$ cat config.mk
export PLATFORM = sky130hd
export DESIGN_NAME = ysyx_22050019_hazard_ctrl
export DESIGN_NICKNAME = d
export VERILOG_FILES = /design/src/rtl/ysyx_22050019_hazard_ctrl.sv
export SDC_FILE = /design/constraint.sdc
export NUM_CORES = 1
export LEC_CHECK = 0
export CORE_ASPECT_RATIO = 2
export CORE_MARGIN = 10
export CORE_UTILIZATION = 46
export DETAILED_ROUTE_END_ITERATION = 16
export GPL_ROUTABILITY_DRIVEN = 1
export MAX_ROUTING_LAYER = met4
export PLACE_DENSITY = 0.82
export SYNTH_ARGS = -nofsm -noshare
export SYNTH_HDL_FRONTEND = slang
export SYNTH_SLANG_ARGS = --single-unit
$ cat constraint.sdc
create_clock -name clk -period 4.7 [get_ports clk]
set_input_delay 1.41 -clock clk [delete_from_list [all_inputs] [get_ports clk]]
set_output_delay 1.41 -clock clk [all_outputs]
set_load 0.03 [all_outputs]
$ cat src/rtl/ysyx_22050019_hazard_ctrl.sv
// Hazard controller for the 5-stage core: arbitrates memory stall, load-use
// interlock and ID-resolved jumps into stall/bubble/flush controls.
module ysyx_22050019_hazard_ctrl #(
  parameter int CNT_W = 32,
  parameter int FL_W  = 16
) (
  input  logic             clk,
  input  logic             rst_n,
  input  logic             if_busy_i,
  input  logic             if_commite_i,
  input  logic             id_valid_i,
  input  logic [4:0]       id_rs1_i,
  input  logic [4:0]       id_rs2_i,
  input  logic             id_rs1_en_i,
  input  logic             id_rs2_en_i,
  input  logic             id_jump_i,
  input  logic             ex_valid_i,
  input  logic             ex_load_i,
  input  logic [4:0]       ex_rd_i,
  input  logic             mem_busy_i,
  output logic             pc_stall_o,
  output logic             if_id_stall_o,
  output logic             id_ex_stall_o,
  output logic             ex_mem_stall_o,
  output logic             id_ex_bubble_o,
  output logic             id_j_flush_o,
  output logic             if_discard_o,
  output logic             state_o,
  output logic [CNT_W-1:0] stall_cnt_o,
  output logic [FL_W-1:0]  flush_cnt_o
);

  typedef enum logic {RUN = 1'b0, J_WAIT = 1'b1} state_t;

  state_t state;
  logic   rs1_hit, rs2_hit, lu, jmp;
  logic   jmp_take, jmp_wait;

  assign rs1_hit = id_rs1_en_i & (id_rs1_i == ex_rd_i);
  assign rs2_hit = id_rs2_en_i & (id_rs2_i == ex_rd_i);
  assign lu  = ex_valid_i & ex_load_i & (ex_rd_i != 5'd0) & id_valid_i & (rs1_hit | rs2_hit);
  assign jmp = id_valid_i & id_jump_i;

  // A jump is accepted only in RUN with no higher-priority hazard.
  assign jmp_take = ~rst_n & (state == RUN) & ~mem_busy_i & ~lu & jmp;
  // The wrong-path fetch is still outstanding and must be dropped when it lands.
  assign jmp_wait = jmp_take & if_busy_i & ~if_commite_i;

  always_comb begin
    pc_stall_o     = 1'b0;
    if_id_stall_o  = 1'b0;
    id_ex_stall_o  = 1'b0;
    ex_mem_stall_o = 1'b0;
    id_ex_bubble_o = 1'b0;
    id_j_flush_o   = 1'b0;
    if_discard_o   = 1'b0;
    if (!rst_n) begin
      if (state == J_WAIT) begin
        // PC already redirected; flush wins over the IF/ID hold.
        id_j_flush_o   = 1'b1;
        if_discard_o   = 1'b1;
        id_ex_stall_o  = mem_busy_i;
        ex_mem_stall_o = mem_busy_i;
      end else if (mem_busy_i) begin
        pc_stall_o     = 1'b1;
        if_id_stall_o  = 1'b1;
        id_ex_stall_o  = 1'b1;
        ex_mem_stall_o = 1'b1;
      end else if (lu) begin
        pc_stall_o     = 1'b1;
        if_id_stall_o  = 1'b1;
        id_ex_bubble_o = 1'b1;
      end else if (jmp) begin
        id_j_flush_o   = 1'b1;
      end
    end
  end

  always_ff @(posedge clk) begin
    if (rst_n) begin
      state       <= RUN;
      stall_cnt_o <= '0;
      flush_cnt_o <= '0;
    end else begin
      case (state)
        RUN:     if (jmp_wait) state <= J_WAIT;
        J_WAIT:  if (if_commite_i) state <= RUN;
        default: state <= RUN;
      endcase
      if (pc_stall_o && stall_cnt_o != '1) stall_cnt_o <= stall_cnt_o + CNT_W'(1);
      if (jmp_take && flush_cnt_o != '1)   flush_cnt_o <= flush_cnt_o + FL_W'(1);
    end
  end

  assign state_o = state;

endmodule

Yosys cells after proc, flatten, opt, wreduce, memory -nomap -nowiden

Cells that the tools add are included.

Logic and storage cells: 51
Bits in latches: 0
Output and inout bits: 56
Bits in read-only memories: 0
Bits in registers: 49
Memory bits (writable): 0
Memories: 0

Add/subtract/negate cells: 2
$mul: 0
Shift operators: 0
Divide/modulo/power cells: 0
Reductions and logical operators: 3
Bitwise operators: 19
Eq/ne operators: 4
Order comparisons: 0
Multiplexer cells: 20

Operators with widths:

| kind                                                             | count |
|---|---|
| 32-bit by 1-bit adder with 32-bit output (second input constant) | 1 |
| 32-bit inequality test (second input constant)                   | 1 |
| 1-bit 2-to-1 mux                                                 | 19 |
| 16-bit by 1-bit adder with 16-bit output (second input constant) | 1 |
| 16-bit inequality test (second input constant)                   | 1 |
| 1-bit AND                                                        | 13 |
| 5-bit equality test                                              | 2 |
| 1-bit inverter                                                   | 5 |
| 5-bit nonzero test                                               | 1 |
| 1-bit logical AND                                                | 2 |
| 1-bit one-hot mux with 2 select lines                            | 1 |
| 1-bit OR                                                         | 1 |

Logic depth before layout (Yosys ltp)

Gate-level depths: netlist (run 1).

Word-level depth: 11
Gate-level depth with buffers: 8
Mapped depth without buffers: 7

Worst setup path after synthesis (run 1)

OpenSTA, ideal clock, no wires.

Kind: input to output
Start point: input ex_rd_i[3]
End point: output pc_stall_o
Slack: -0.400 ns
Stages on the path: 7
Arrival time: 3.690 ns
Path buffers: 2
Cell sequence: xor2_1 > nor4_2 > a32oi_2 > o21ai_4 > clkbuf_1 > nor3b_1 > buf_4

Cells in the longest elaborated chain, start to end: 8
Elaborated cells on any way between the ends: 13
Classes of those cells: eq/ne (2); mux (4); bitwise (6); reduce/logical (1)

Ends and longest elaborated chain:

| item                                        | RTL line   | text |
|---|---|---|
| start: declaration                          | 19         | `input logic [4:0] ex_rd_i,` |
| 5-bit equality test (tied with other cells) | 39         | `assign rs1_hit = id_rs1_en_i & (id_rs1_i == ex_rd_i);` |
| 1-bit AND, on equally long branches         | 39, 40, 41 |  |
| 1-bit OR or 1-bit AND (tied branches)       | 41         | `assign lu = ex_valid_i & ex_load_i & (ex_rd_i != 5'd0) & id_valid_i & (rs1_hit \| rs2_hit);` |
| 1-bit AND *                                 | 41         |  |
| 1-bit 2-to-1 mux * (4 in series)            | n/a        |  |
| end: declaration                            | 21         | `output logic pc_stall_o,` |

Every way passes the cells marked *; elsewhere a longest branch is shown, timed or not.

Worst setup path after layout (run 1)

Start point: input ex_rd_i[2]
End point: output id_j_flush_o

Cells in the longest elaborated chain, start to end: 8
Elaborated cells on any way between the ends: 13
Classes of those cells: eq/ne (2); mux (4); bitwise (6); reduce/logical (1)

Ends and longest elaborated chain:

| item                                        | RTL line   | text |
|---|---|---|
| 5-bit equality test (tied with other cells) | 39         |  |
| 1-bit AND, on equally long branches         | 39, 40, 41 |  |
| 1-bit OR or 1-bit AND (tied branches)       | 41         |  |
| 1-bit AND *                                 | 41         |  |
| 1-bit 2-to-1 mux *                          | 69         | `end else if (lu) begin` |
| 1-bit 2-to-1 mux *                          | 64         | `end else if (mem_busy_i) begin` |
| 1-bit 2-to-1 mux *                          | 58         | `if (state == J_WAIT) begin` |
| 1-bit 2-to-1 mux *                          | 57         | `if (!rst_n) begin` |
| end: declaration                            | 26         | `output logic id_j_flush_o,` |

Marks and branches as above.

==> run metrics, run 1 <==
status=completed; Nets=420; Rows=38; DP Wirelength=5460 microns; Ant. Diodes=0; CTS tree=built; vias in the first global route=2475; Seq pwr share=0.561; Synth Register Bits=49; Place WS=-0.402 ns; Avg Inst Size Synth=8.43 sq um; max_slew headroom=0.621; critical path startpoint category=input port; Die W=73.0 microns; CTS buffer count=5; fin area=0.00359 sq mm; clock network power share=0.328; Unique masters post-synth=about 40; Max-Cap Viols=0; final wirelength=around 7100 microns; Tightest Pin Transition=0.568 ns; synthesized instance count=between 300 and 400; DRC viols=0; Final ANT Viol Nets=0; Sw Share=0.251; DP Area=0.00345 sq mm; CP endpoint kind=output port; CP Buf/Inv Count=2; Max Freq=218 MHz; syn_nets=335; Comb pwr share=0.110; critical-path cell list=clkdlybuf4s50_1, xor2_1, nor4_2, a32oi_2, o21ai_4, nor2_2, or2_2, buf_4; Die Y=126 microns; GRT Util Overall=0.158; Via Count=between 2000 and 3000; clk_skew=roughly 0.007 ns; setup violators final=0; Hold Vio Cnt, Final=0; Starting Density=0.473; Final Max Slew Viols=0; Initial DRC Count=160; CTS max path bufs=2; total global routing overflow=0; register area share after synthesis=0.379; maximum fanout along the worst path=2; Slowest-stage cell, CP=clkdlybuf4s50_1; Reg clk slew, reported paths=0.09 ns; largest net degree at the start of global routing=53; net switching power=0.000187 W; layout cell share with drive strength beyond 1=0.109; # clock sinks=49; Die ar.=0.00921 sq mm; root buffer cell=clkbuf_8; delay-heaviest family, CP=simple AND/OR/NAND/NOR gates; initial antenna violation count=0; Hold Crit Class=reg2reg; GPL Wtd Cong=0.810; H-Tree Depth=2; CP peak stage delay=approximately 0.45 ns; crit path kind=in2out; Layout area overhead=38.8%; maximum VDD drop=0.000209 V; Final WS setup=0.106 ns; Int Pwr=0.000560 W; Leak=1.28 nW; Worst EP arrival=3.18 ns; routed len/inst=15.8 microns; Port Buffer Count=between 80 and 90; clock latency on the worst-skew pair=0.30 ns; core footprint=approximately 0.0055 sq mm; area of the mapped netlist=0.00259 sq mm; Top Ports=82; first-pass GRT wire length=about 12000 microns; Worst Path Required=3.29 ns; Initial DRT Pass Iterations=4; PD cells=208 mW/mm^2; post-layout minimum cycle time=4.59 ns; Setup TNS=0 ns; Yosys warning total=0; Vias/cell=between 5 and 6; Final Cycle Share=0.977; Hold Slack=0.505 ns
==> stage by stage <==
stage	utilization	std cells	power, W
2_1_floorplan	-	307	0.000470
3_3_place_gp	0.631	443	0.000506
3_5_place_dp	0.631	443	0.000507
4_1_cts	0.650	452	0.000752
5_1_grt	0.657	453	0.000777
6_report	0.657	453	0.000747
==> worst register-to-register path: stages (launching register included) <==
cell      delay [ns]
dfxtp_1         0.37
and4_4          0.20
and4_4          0.21
and4_4          0.20
a311oi_4        0.41
nand2_1         0.36
or4_1           0.56
a21oi_1         0.14
==> final timing paths <==
check / start / to / slack (ns) / depth (start not counted)
max: ex_rd_i[2] / id_j_flush_o / 0.11 / 8
min: flush_cnt_o[1]$_SDFFE_PP0P_ / flush_cnt_o[1]$_SDFFE_PP0P_ / 0.50 / 2
max reg2reg: stall_cnt_o[3]$_SDFFE_PP0P_ / stall_cnt_o[5]$_SDFFE_PP0P_ / 2.19 / 7
min reg2reg: flush_cnt_o[1]$_SDFFE_PP0P_ / flush_cnt_o[1]$_SDFFE_PP0P_ / 0.50 / 2
==> kinds of logic after synthesis <==
group / count (synthesis) / synth area share
fa+ha+maj: 2 / 0.00966
xor+xnor: 31 / 0.105
flops: 49 / 0.379
compound gates: 54 / 0.131
simple gates: 147 / 0.321
mux: 2 / 0.00773
buf+inv: 22 / 0.0469
==> power groups by stage <==
stage          sequential (W)  clock (W)  combinational, W
5_1_grt              0.000420   0.000269         0.0000882
2_1_floorplan        0.000431          0         0.0000383
4_1_cts              0.000419   0.000252         0.0000804
3_3_place_gp         0.000429          0         0.0000768
3_5_place_dp         0.000429          0         0.0000783
6_report             0.000419   0.000245         0.0000825
==> cell usage after synthesis (all sizes together) <==
library cell,count,share of area
dfxtp,49,0.38
nor2,34,0.049
xor2,28,0.095
a21oi,25,0.048
nand3,21,0.047
o21ai,20,0.043
nand2,19,0.028
nand4,19,0.048
or3,17,0.041
and3,8,0.020
buf,8,0.024
inv,8,0.012
or4,6,0.017
clkbuf,5,0.0073
nor3,5,0.0097
o31ai,5,0.015
and4,4,0.016
and2,3,0.0073
nor2b,3,0.0073
nor4,3,0.015
xnor2,3,0.010
ha,2,0.0097
mux2i,2,0.0077
nor3b,2,0.0058
o2111a,2,0.0087
or2,2,0.0048
a311oi,1,0.010
a32oi,1,0.0063
dlygate4sd3,1,0.0039
nand3b,1,0.0029
==> layout make-up <==
cell class              instances  area, sq um
fillers                       475         1870
repair buffers                 92          907
inverters                       8         30.0
clock inverters                 3         17.5
flip-flops and latches         49          981
well taps                      60         75.1
clock buffers                   5         68.8
multi-input cells             236         1510
==> timing repair <==
item                       in CTS  in global routing
pin swaps                       2                  3
hold buffers                    0                  0
resized for setup              10                 11
cloned                          0                  0
setup buffers                   1                  1
setup endpoints to repair       3                  3
==> flip-flops by register name, summed over array words and instances, names as in the netlist <==
register	count
state_o	1
flush_cnt_o	16
stall_cnt_o	32
==> routing by layer <==
metal / routed length (microns) / global-route usage
met3: 310 / 0.0322
met5: 0 / -
met1: 2640 / 0.165
met2: 4070 / 0.280
met4: 125 / 0.0506
==> cell usage in the layout, fill, tap and decap left out, types with 8 or more instances in the layout <==
master / Yosys / routed
buf_4: 2 / 12
a21oi_1: 25 / 25
xor2_1: 28 / 27
nand3_1: 19 / 19
or3_1: 17 / 17
o21ai_0: 19 / 19
nor2_1: 34 / 33
clkdlybuf4s50_1: 0 / 69
nand2_1: 19 / 19
nand4_1: 18 / 18
inv_1: 8 / 8
dfxtp_1: 49 / 49
Power figures use the tool's default switching activity.
==> run 2, diff against run 1 <==
--- a/config.mk
+++ b/config.mk
@@ -8,6 +8,7 @@
 export CORE_ASPECT_RATIO = 2
 export CORE_MARGIN = 10
 export CORE_UTILIZATION = 46
+export CTS_CLUSTER_SIZE = 10
 export DETAILED_ROUTE_END_ITERATION = 16
 export GPL_ROUTABILITY_DRIVEN = 1
 export MAX_ROUTING_LAYER = met4
==> results of run 2 <==
The final DEF is identical to that of run 1; final timing and power are the same.
==> run 3, diff against run 2 <==
--- a/config.mk
+++ b/config.mk
@@ -5,6 +5,8 @@
 export SDC_FILE = /design/constraint.sdc
 export NUM_CORES = 1
 export LEC_CHECK = 0
+export ABC_CLOCK_PERIOD_IN_PS = 4700
+export CAP_MARGIN = 10
 export CORE_ASPECT_RATIO = 2
 export CORE_MARGIN = 10
 export CORE_UTILIZATION = 46
==> results of run 3 <==
The final DEF is identical to that of run 1; final timing and power are the same.
